## config.mk

```make
export PLATFORM = sky130hd
export DESIGN_NAME = convz_drain
export DESIGN_NICKNAME = d
export VERILOG_FILES = /design/src/rtl/convz_drain.sv
export SDC_FILE = /design/constraint.sdc
export NUM_CORES = 2
export LEC_CHECK = 0
export ABC_CLOCK_PERIOD_IN_PS = 6150
export CAP_MARGIN = 30
export CELL_PAD_IN_SITES_DETAIL_PLACEMENT = 1
export CELL_PAD_IN_SITES_GLOBAL_PLACEMENT = 1
export CORE_ASPECT_RATIO = 0.5
export CORE_MARGIN = 2
export CORE_UTILIZATION = 31
export DETAILED_ROUTE_END_ITERATION = 7
export PLACE_DENSITY_LB_ADDON = 0.25
export SLEW_MARGIN = 40
export SYNTH_ARGS = -nofsm -noshare
export SYNTH_HDL_FRONTEND = slang
export SYNTH_SLANG_ARGS = --single-unit
```

## constraint.sdc

```tcl
create_clock -name clk -period 6.15 [get_ports clk]
set_clock_uncertainty 0.15 [all_clocks]
set_input_delay 1.845 -clock clk [delete_from_list [all_inputs] [get_ports clk]]
set_output_delay 1.845 -clock clk [all_outputs]
set_load 0.02 [all_outputs]
```

## src/rtl/convz_drain.sv

```systemverilog
// Captures convolution-core Z writes into a local buffer and streams them out in address order on done.
// Optional macro CONVZ_UNWRITTEN_ZERO_EN: unwritten addresses drain as zero.
module convz_drain #(
   parameter int unsigned ADDR_WIDTH = 6,
   parameter int unsigned DATA_WIDTH = 32
) (
   input  logic                  clk,
   input  logic                  rst_n,
   input  logic                  writeZ,
   input  logic [ADDR_WIDTH-1:0] memZ_addr,
   input  logic [DATA_WIDTH-1:0] dataZ,
   input  logic                  conv_done,
   output logic                  out_valid,
   input  logic                  out_ready,
   output logic [DATA_WIDTH-1:0] out_data,
   output logic [ADDR_WIDTH-1:0] out_addr,
   output logic                  out_last,
   output logic                  busy,
   output logic                  err_wr,
   output logic                  int_drained
);

   localparam int unsigned DEPTH = 2**ADDR_WIDTH;

   typedef enum logic [1:0] {IDLE, CAPTURE, DRAIN, LAST} state_t;

   state_t                state;
   logic [DATA_WIDTH-1:0] mem [DEPTH];
   logic [DATA_WIDTH-1:0] rd_data;
   logic [ADDR_WIDTH-1:0] max_addr;
   logic [ADDR_WIDTH-1:0] rd_ptr;
   logic [ADDR_WIDTH-1:0] rd_addr_c;
   logic [ADDR_WIDTH-1:0] max_next_c;
   logic [DATA_WIDTH-1:0] beat_data_c;
   logic                  any_wr;
   logic                  prime;
   logic                  wr_en_c;
   logic                  rd_en_c;
   logic                  load_c;
   logic                  at_max_c;
`ifdef CONVZ_UNWRITTEN_ZERO_EN
   logic [DEPTH-1:0]      written;
`endif

   // rd_ptr names the entry held in rd_data; the output stage loads from it and fetches the next one
   always_comb begin
      wr_en_c     = writeZ && ((state == IDLE) || (state == CAPTURE));
      load_c      = (state == DRAIN) && !prime && (!out_valid || out_ready);
      at_max_c    = (rd_ptr == max_addr);
      max_next_c  = (memZ_addr > max_addr) ? memZ_addr : max_addr;
      rd_en_c     = 1'b0;
      rd_addr_c   = rd_ptr;
      if ((state == DRAIN) && prime) begin
         rd_en_c = 1'b1;
      end else if (load_c && !at_max_c) begin
         rd_en_c   = 1'b1;
         rd_addr_c = rd_ptr + ADDR_WIDTH'(1);
      end
`ifdef CONVZ_UNWRITTEN_ZERO_EN
      beat_data_c = written[rd_ptr] ? rd_data : '0;
`else
      beat_data_c = rd_data;
`endif
   end

   // Result buffer: no reset, one-cycle synchronous read
   always_ff @(posedge clk) begin
      if (wr_en_c) mem[memZ_addr] <= dataZ;
      if (rd_en_c) rd_data <= mem[rd_addr_c];
   end

   always_ff @(posedge clk) begin
      if (!rst_n) begin
         state       <= IDLE;
         max_addr    <= '0;
         rd_ptr      <= '0;
         any_wr      <= 1'b0;
         prime       <= 1'b0;
         out_valid   <= 1'b0;
         out_data    <= '0;
         out_addr    <= '0;
         out_last    <= 1'b0;
         busy        <= 1'b0;
         err_wr      <= 1'b0;
         int_drained <= 1'b0;
`ifdef CONVZ_UNWRITTEN_ZERO_EN
         written     <= '0;
`endif
      end else begin
         int_drained <= 1'b0;
         if (writeZ && ((state == DRAIN) || (state == LAST))) err_wr <= 1'b1;
`ifdef CONVZ_UNWRITTEN_ZERO_EN
         if (wr_en_c) written[memZ_addr] <= 1'b1;
`endif
         case (state)
            IDLE: begin
               if (writeZ) begin
                  any_wr   <= 1'b1;
                  max_addr <= memZ_addr;
                  busy     <= 1'b1;
                  if (conv_done) begin
                     state  <= DRAIN;
                     rd_ptr <= '0;
                     prime  <= 1'b1;
                  end else begin
                     state  <= CAPTURE;
                  end
               end else if (conv_done && !any_wr) begin
                  int_drained <= 1'b1;
               end
            end
            CAPTURE: begin
               if (writeZ) max_addr <= max_next_c;
               if (conv_done) begin
                  state  <= DRAIN;
                  rd_ptr <= '0;
                  prime  <= 1'b1;
               end
            end
            DRAIN: begin
               if (prime) begin
                  prime <= 1'b0;
               end else if (load_c) begin
                  out_valid <= 1'b1;
                  out_data  <= beat_data_c;
                  out_addr  <= rd_ptr;
                  out_last  <= at_max_c;
                  if (at_max_c) state  <= LAST;
                  else          rd_ptr <= rd_ptr + ADDR_WIDTH'(1);
               end
            end
            LAST: begin
               if (out_ready) begin
                  out_valid   <= 1'b0;
                  out_last    <= 1'b0;
                  int_drained <= 1'b1;
                  any_wr      <= 1'b0;
                  max_addr    <= '0;
                  busy        <= 1'b0;
                  state       <= IDLE;
`ifdef CONVZ_UNWRITTEN_ZERO_EN
                  written     <= '0;
`endif
               end
            end
            default: state <= IDLE;
         endcase
      end
   end

endmodule
```

# Word level (Yosys, flattened, before mapping)
# Memory sizes are Yosys's and may differ from the RTL's. A register that Yosys moved wholly into a read port is not among the register bits.
# Cells that the tools add are included.
[word_totals]
ff_bits = 58
ramBits = 2048
input_bits = 43
output_inout_bits = 43
word_cells = 95
mem_count = 1
[memory_table]
columns = ["memory", "depth", "width", "read_ports", "rd_ports_with_merged_regs", "wr", "line", "text"]
rows = [
  ["mem", 64, 32, 1, 1, 1, "28", "logic [DATA_WIDTH-1:0] mem [DEPTH];"],
]
[classes]
add_sub_neg = 1
order_cmp = 1
n_eq_ne = 13
n_mux = 41
bitwise = 1
n_reduce_logical = 26
[op_table]
columns = ["operator", "count"]
rows = [
  ["6-bit two-way mux", 11],
  ["6-bit case mux with 3 select lines", 2],
  ["2-bit != test, second input constant", 8],
  ["1-bit two-way mux", 15],
  ["2-bit two-way mux", 7],
  ["5-bit AND reduction", 2],
  ["1-bit case mux with 2 select lines", 4],
  ["2-bit case mux with 4 select lines", 1],
  ["1-bit logical AND", 7],
  ["6-bit by 1-bit adder with 6-bit output, second input constant", 1],
  ["6-bit == test", 1],
  ["6-bit greater-than comparator", 1],
  ["3-bit AND reduction", 2],
  ["6-bit AND reduction", 1],
  ["3-bit nonzero test", 2],
  ["2-bit == test, second input constant", 2],
  ["1-bit logical NOT", 4],
  ["4-bit AND reduction", 1],
  ["2-bit nonzero test", 2],
  ["1-bit logical OR", 3],
  ["1-bit case mux with 3 select lines", 1],
  ["2-bit by 1-bit == test with 1-bit output, second input constant", 1],
  ["2-bit logical NOT", 1],
  ["2-bit by 1-bit != test with 1-bit output, second input constant", 1],
  ["2 further kinds", 2],
]

# Logic depth before layout (Yosys ltp)
[depth]
ltp_word = 6
depth_mapped = 18
depth_no_buf = 11

# Worst setup path before layout
# OpenSTA, ideal clock, no wires.
[synth_timing]
path_type = "input -> register"
start = "input port out_ready"
end = "register rd_data[16], in the netlist beat_data_c[16] (read register of mem) (data pin)"
setup_ns = 0.263
arrival_time_ns = 4.415
t_required_ns = 5.737
slack_ns = 1.322
cell_stages = 12
path_buffers = 4
path_cell_list = "nand2b_1 and3_1 clkbuf_1 o32a_1 nand2_1 buf_2 buf_1 clkbuf_1 mux4_2 a221oi_1 nand4_1 a2111o_1"
[synth_between]
elab_chain_cells = 5
word_cells_on_any_way = 7
cone_classes = "4 x mux; 3 x reduce/logical"
[synth_rtl]
columns = ["item", "line", "text"]
rows = [
  ["start: declaration", "14", "input logic out_ready,"],
  ["1-bit logical OR (*)", "48", "load_c = (state == DRAIN) && !prime && (!out_valid || out_ready);"],
  ["1-bit logical AND (*)", "48", ""],
  ["1-bit logical AND (*)", "55", "end else if (load_c && !at_max_c) begin"],
  ["6-bit two-way mux / 1-bit two-way mux (equally long branches)", "55", ""],
  ["6-bit two-way mux / 1-bit two-way mux (equally long branches)", "53", "if ((state == DRAIN) && prime) begin"],
  ["end: declaration", "29", "logic [DATA_WIDTH-1:0] rd_data;"],
]
# Mark *: on every way between the ends. The rest lies on a longest branch, timed or not.
# A chain may end at the register's enable or synchronous reset.

# Worst setup path in the final report
[layout_timing]
start = "input port out_ready"
end = "register rd_data[7], in the netlist beat_data_c[7] (read register of mem) (data pin)"
# Same word-level chain as after synthesis.

==> results.sh <==
export IMPL_post_cts_resized=0
export IMPL_clk_latency_ns=0.90
export IMPL_post_route_drc_count=0
export IMPL_htreeDepth=4
export IMPL_nets=5376
export IMPL_worst_pin_slew_ns=0.934
export IMPL_netlist_area_leader_share=0.746
export IMPL_leakage_nw=31.1
export IMPL_wire_per_inst_microns=33.6
export IMPL_multi_input_area_sq_mm=0.0192
export IMPL_r2r_start="rd_ptr[5]$_SDFFE_PN0P_"
export IMPL_start_util=0.313
export IMPL_ys_types=76
export IMPL_ys_top_cells_by_area="edfxtp_1, mux4_2, nand2_1, mux2i_1, nand3_1"
export IMPL_antenna_found_initial=28
export IMPL_root_buffer="clkbuf_16"
export IMPL_layout_drive_gt1_share=0.182
export IMPL_cts_tree="built"
export IMPL_critPathLaunchType="input pin"
export IMPL_crit_path_frequent_cell="buf_12"
export IMPL_fill_cells=26800
export IMPL_fin_crit_ns=5.78
export IMPL_clkTransAtPathRegs_ns=0.07
export IMPL_worst_r2r_endpoint="beat_data_c[7]$_DFFE_PP_"
export IMPL_place_gp_congestion=0.839
export IMPL_syn_num_nets=5048
export IMPL_cap_violations=0
export IMPL_grt_max_degree=82
export IMPL_firstDrtPassIters=6
export IMPL_r2r_cells=12
export IMPL_path_class="input pin to register"
export IMPL_regArea_sq_mm=0.0636
export IMPL_synth_seq_cells=2138
export IMPL_drv_slew=0
export IMPL_dp_cells=8711
export IMPL_cp_slowest_stage_delay_ns=0.63
export IMPL_worst_ep_required_time_ns=6.60
export IMPL_cts_buffers_inserted=210
export IMPL_die_x_microns=739
export IMPL_rows=134
export IMPL_hold_start="err_wr$_SDFFE_PN0P_"
export IMPL_holdPathStages=2
export IMPL_dr_total_vias=50600
export IMPL_die_h_microns=372
export IMPL_startpoint="out_ready"
export IMPL_dieArea_sq_mm=0.275
export IMPL_totalPowerFinal_mw=33.6
export IMPL_port_buffers=85
export IMPL_fin_cells=9092
export IMPL_p_per_area_mw_per_mm2=342
export IMPL_syn2layout_area_growth_pct=17.2
export IMPL_finalHoldViolCount=0
export IMPL_ant_nets=0
export IMPL_drt_initial_drc_count=6383
export IMPL_core_area_sq_mm=0.268
export IMPL_syn_cell_area_sq_mm=0.0838
export IMPL_syn_instance_count=4992
export IMPL_cp_slowest_cell="nand4_1"
export IMPL_fin_crit_sh=0.939
export IMPL_grt_pass1_vias=50700
export IMPL_yosys_warnings=0
export IMPL_holdWs_ns=0.306
export IMPL_holdPathEnd="err_wr$_SDFFE_PN0P_"
export IMPL_yosys_area_top_type="edfxtp_1"
export IMPL_reg2reg_slack_ns=0.79
export IMPL_grt_ovfl_total=0
export IMPL_cp_max_fo=22
export IMPL_hold_buffers=0
export IMPL_cts_sinks=2138
export IMPL_track_usage=0.218
export IMPL_cp_end_kind="register"
export IMPL_avgSynthCellArea_sq_um=16.8
export IMPL_ios=86
export IMPL_slew_headroom=0.378
export IMPL_rsz0062_at_grt="no"
export IMPL_cts_setup_buffers=0
export IMPL_synth_edf_count=2080
export IMPL_min_path_type="register to register"
export IMPL_crit_chain="clkdlybuf4s50_1 > nand2b_1 > nand2_4 > a21oi_4 > xnor2_4 > buf_12 > buf_12 > buf_12 > mux4_2 > a22oi_1 > nand4_1 > buf_4 > or3_1"
export IMPL_finalSetupViolations=0
export IMPL_grt_first_pass_wirelength_microns=419000
export IMPL_routed_via_density=5.56
export IMPL_max_freq_ghz=0.173
export IMPL_peakVddDrop_mv=0.212
export IMPL_synth_seq_area_share=0.760
export IMPL_dp_hpwl_microns=186000
export IMPL_status="finished clean"
export IMPL_drt_total_wl_microns=305000
export IMPL_ys_flop_type="edfxtp_1"
export IMPL_clockBufferDepth=4
export IMPL_cp_data_arrival_time_ns=6.23
export IMPL_synth_async_reset_ratio=0
==> critical path: cells and delay by family <==
family,cells,cell delay (ns)
simple gates,4,1.31
buf+inv,5,1.55
xor+xnor,1,0.29
compound gates,2,0.60
mux,1,0.54
==> how the worst max path moves through the flow <==
stage	slack [ns]	cells past startpoint	to
2_1_floorplan	1.32	12	beat_data_c[16]$_DFFE_PP_
3_3_place_gp	-0.40	13	beat_data_c[7]$_DFFE_PP_
3_5_place_dp	-0.44	13	beat_data_c[7]$_DFFE_PP_
4_1_cts	0.44	13	beat_data_c[7]$_DFFE_PP_
5_1_grt	0.31	13	beat_data_c[7]$_DFFE_PP_
6_report	0.37	13	beat_data_c[7]$_DFFE_PP_
==> state kept, by name, summed over array words and instances, names as in the netlist <==
signal,flops
mem,2048
beat_data_c,32
out_data,32
max_addr,6
out_addr,6
rd_ptr,6
state,2
any_wr,1
err_wr,1
int_drained,1
out_last,1
out_valid,1
prime,1
==> area by class of cell <==
cell class	count	share of cell area
antenna	3	0.0000765
clock buffer	265	0.0569
clock inverter	112	0.00931
inverter	19	0.000726
multi-input combinational	2533	0.196
sequential	2138	0.648
tap	3604	0.0459
timing repair buffer	418	0.0431
==> per-stage QoR <==
stage          worst slack (ns)  instance area, sq um  TNS (ns)   util
6_report                  0.373                 98200         0  0.367
2_1_floorplan              1.32                 83800         0      -
3_5_place_dp             -0.444                 91700     -1.75  0.342
4_1_cts                   0.441                 98200         0  0.367
3_3_place_gp             -0.404                 91600     -1.80  0.342
5_1_grt                   0.307                 98200         0  0.367
==> cells in the final DEF, fill, tap and decap left out, types with 80 or more instances in the layout <==
master,synthesis,final
clkbuf_16,0,214
edfxtp_1,2080,2080
mux2i_1,194,194
mux4_2,240,240
nand3_1,345,345
buf_12,0,80
nand2_1,780,776
buf_4,19,256
a22oi_1,87,87
a21oi_1,163,161
==> Yosys cell counts (8+ instances only) <==
master     number
a221oi_1       48
a22oi_1        87
nor2_1        127
and2_1         21
a211oi_1       50
nand3_1       345
and3_1         17
buf_2         110
a21boi_0       18
mux4_2        240
or3_1           9
o211ai_1       12
o221ai_1       17
edfxtp_1     2080
o22ai_1        19
a32oi_1        34
nand4_1        53
mux2i_1       194
or4_1           8
buf_6          14
buf_4          19
a311oi_1       10
nor3_1         22
a22o_1         32
inv_1          17
o2111ai_1      10
a21oi_1       163
buf_1          32
dfxtp_1        58
nor2b_1        11
xnor2_1         8
ha_1           13
mux2_2         12
o21a_1         11
nand2_1       780
clkbuf_1      125
o21ai_0        40
a211o_1         8
a31oi_1        17
==> layer usage <==
layer  GRT usage  wire length, microns  vias up
li1            -                     -    20400
met1       0.315                135000    27500
met2       0.340                138000     2195
met3      0.0376                 24200      420
met4      0.0581                  8530        4
met5           0                    26        -
==> logic make-up (layout without fill, tap and decap cells) <==
kind of cell,Yosys count,in the layout,synth area share
AND/OR/NAND/NOR,1436,1436,0.0757
XOR/XNOR,9,9,0.00117
buffers and inverters,321,814,0.0184
other,0,3,0
AO/OA/AOI/OAI,629,629,0.0538
adder cells (fa/ha/maj),13,13,0.00194
multiplexers,446,446,0.0893
flip-flops,2138,2138,0.760
==> power by group <==
part | internal [mW] | total [mW] | switching, mW | leakage (nW)
logic | 1.63 | 4.50 | 2.87 | 8.71
registers | 16.2 | 16.4 | 0.195 | 19.2
clock network | 7.02 | 12.7 | 5.64 | 3.17
total | 24.9 | 33.6 | 8.70 | 31.1
Note: power is estimated with default switching activity, not from simulation.
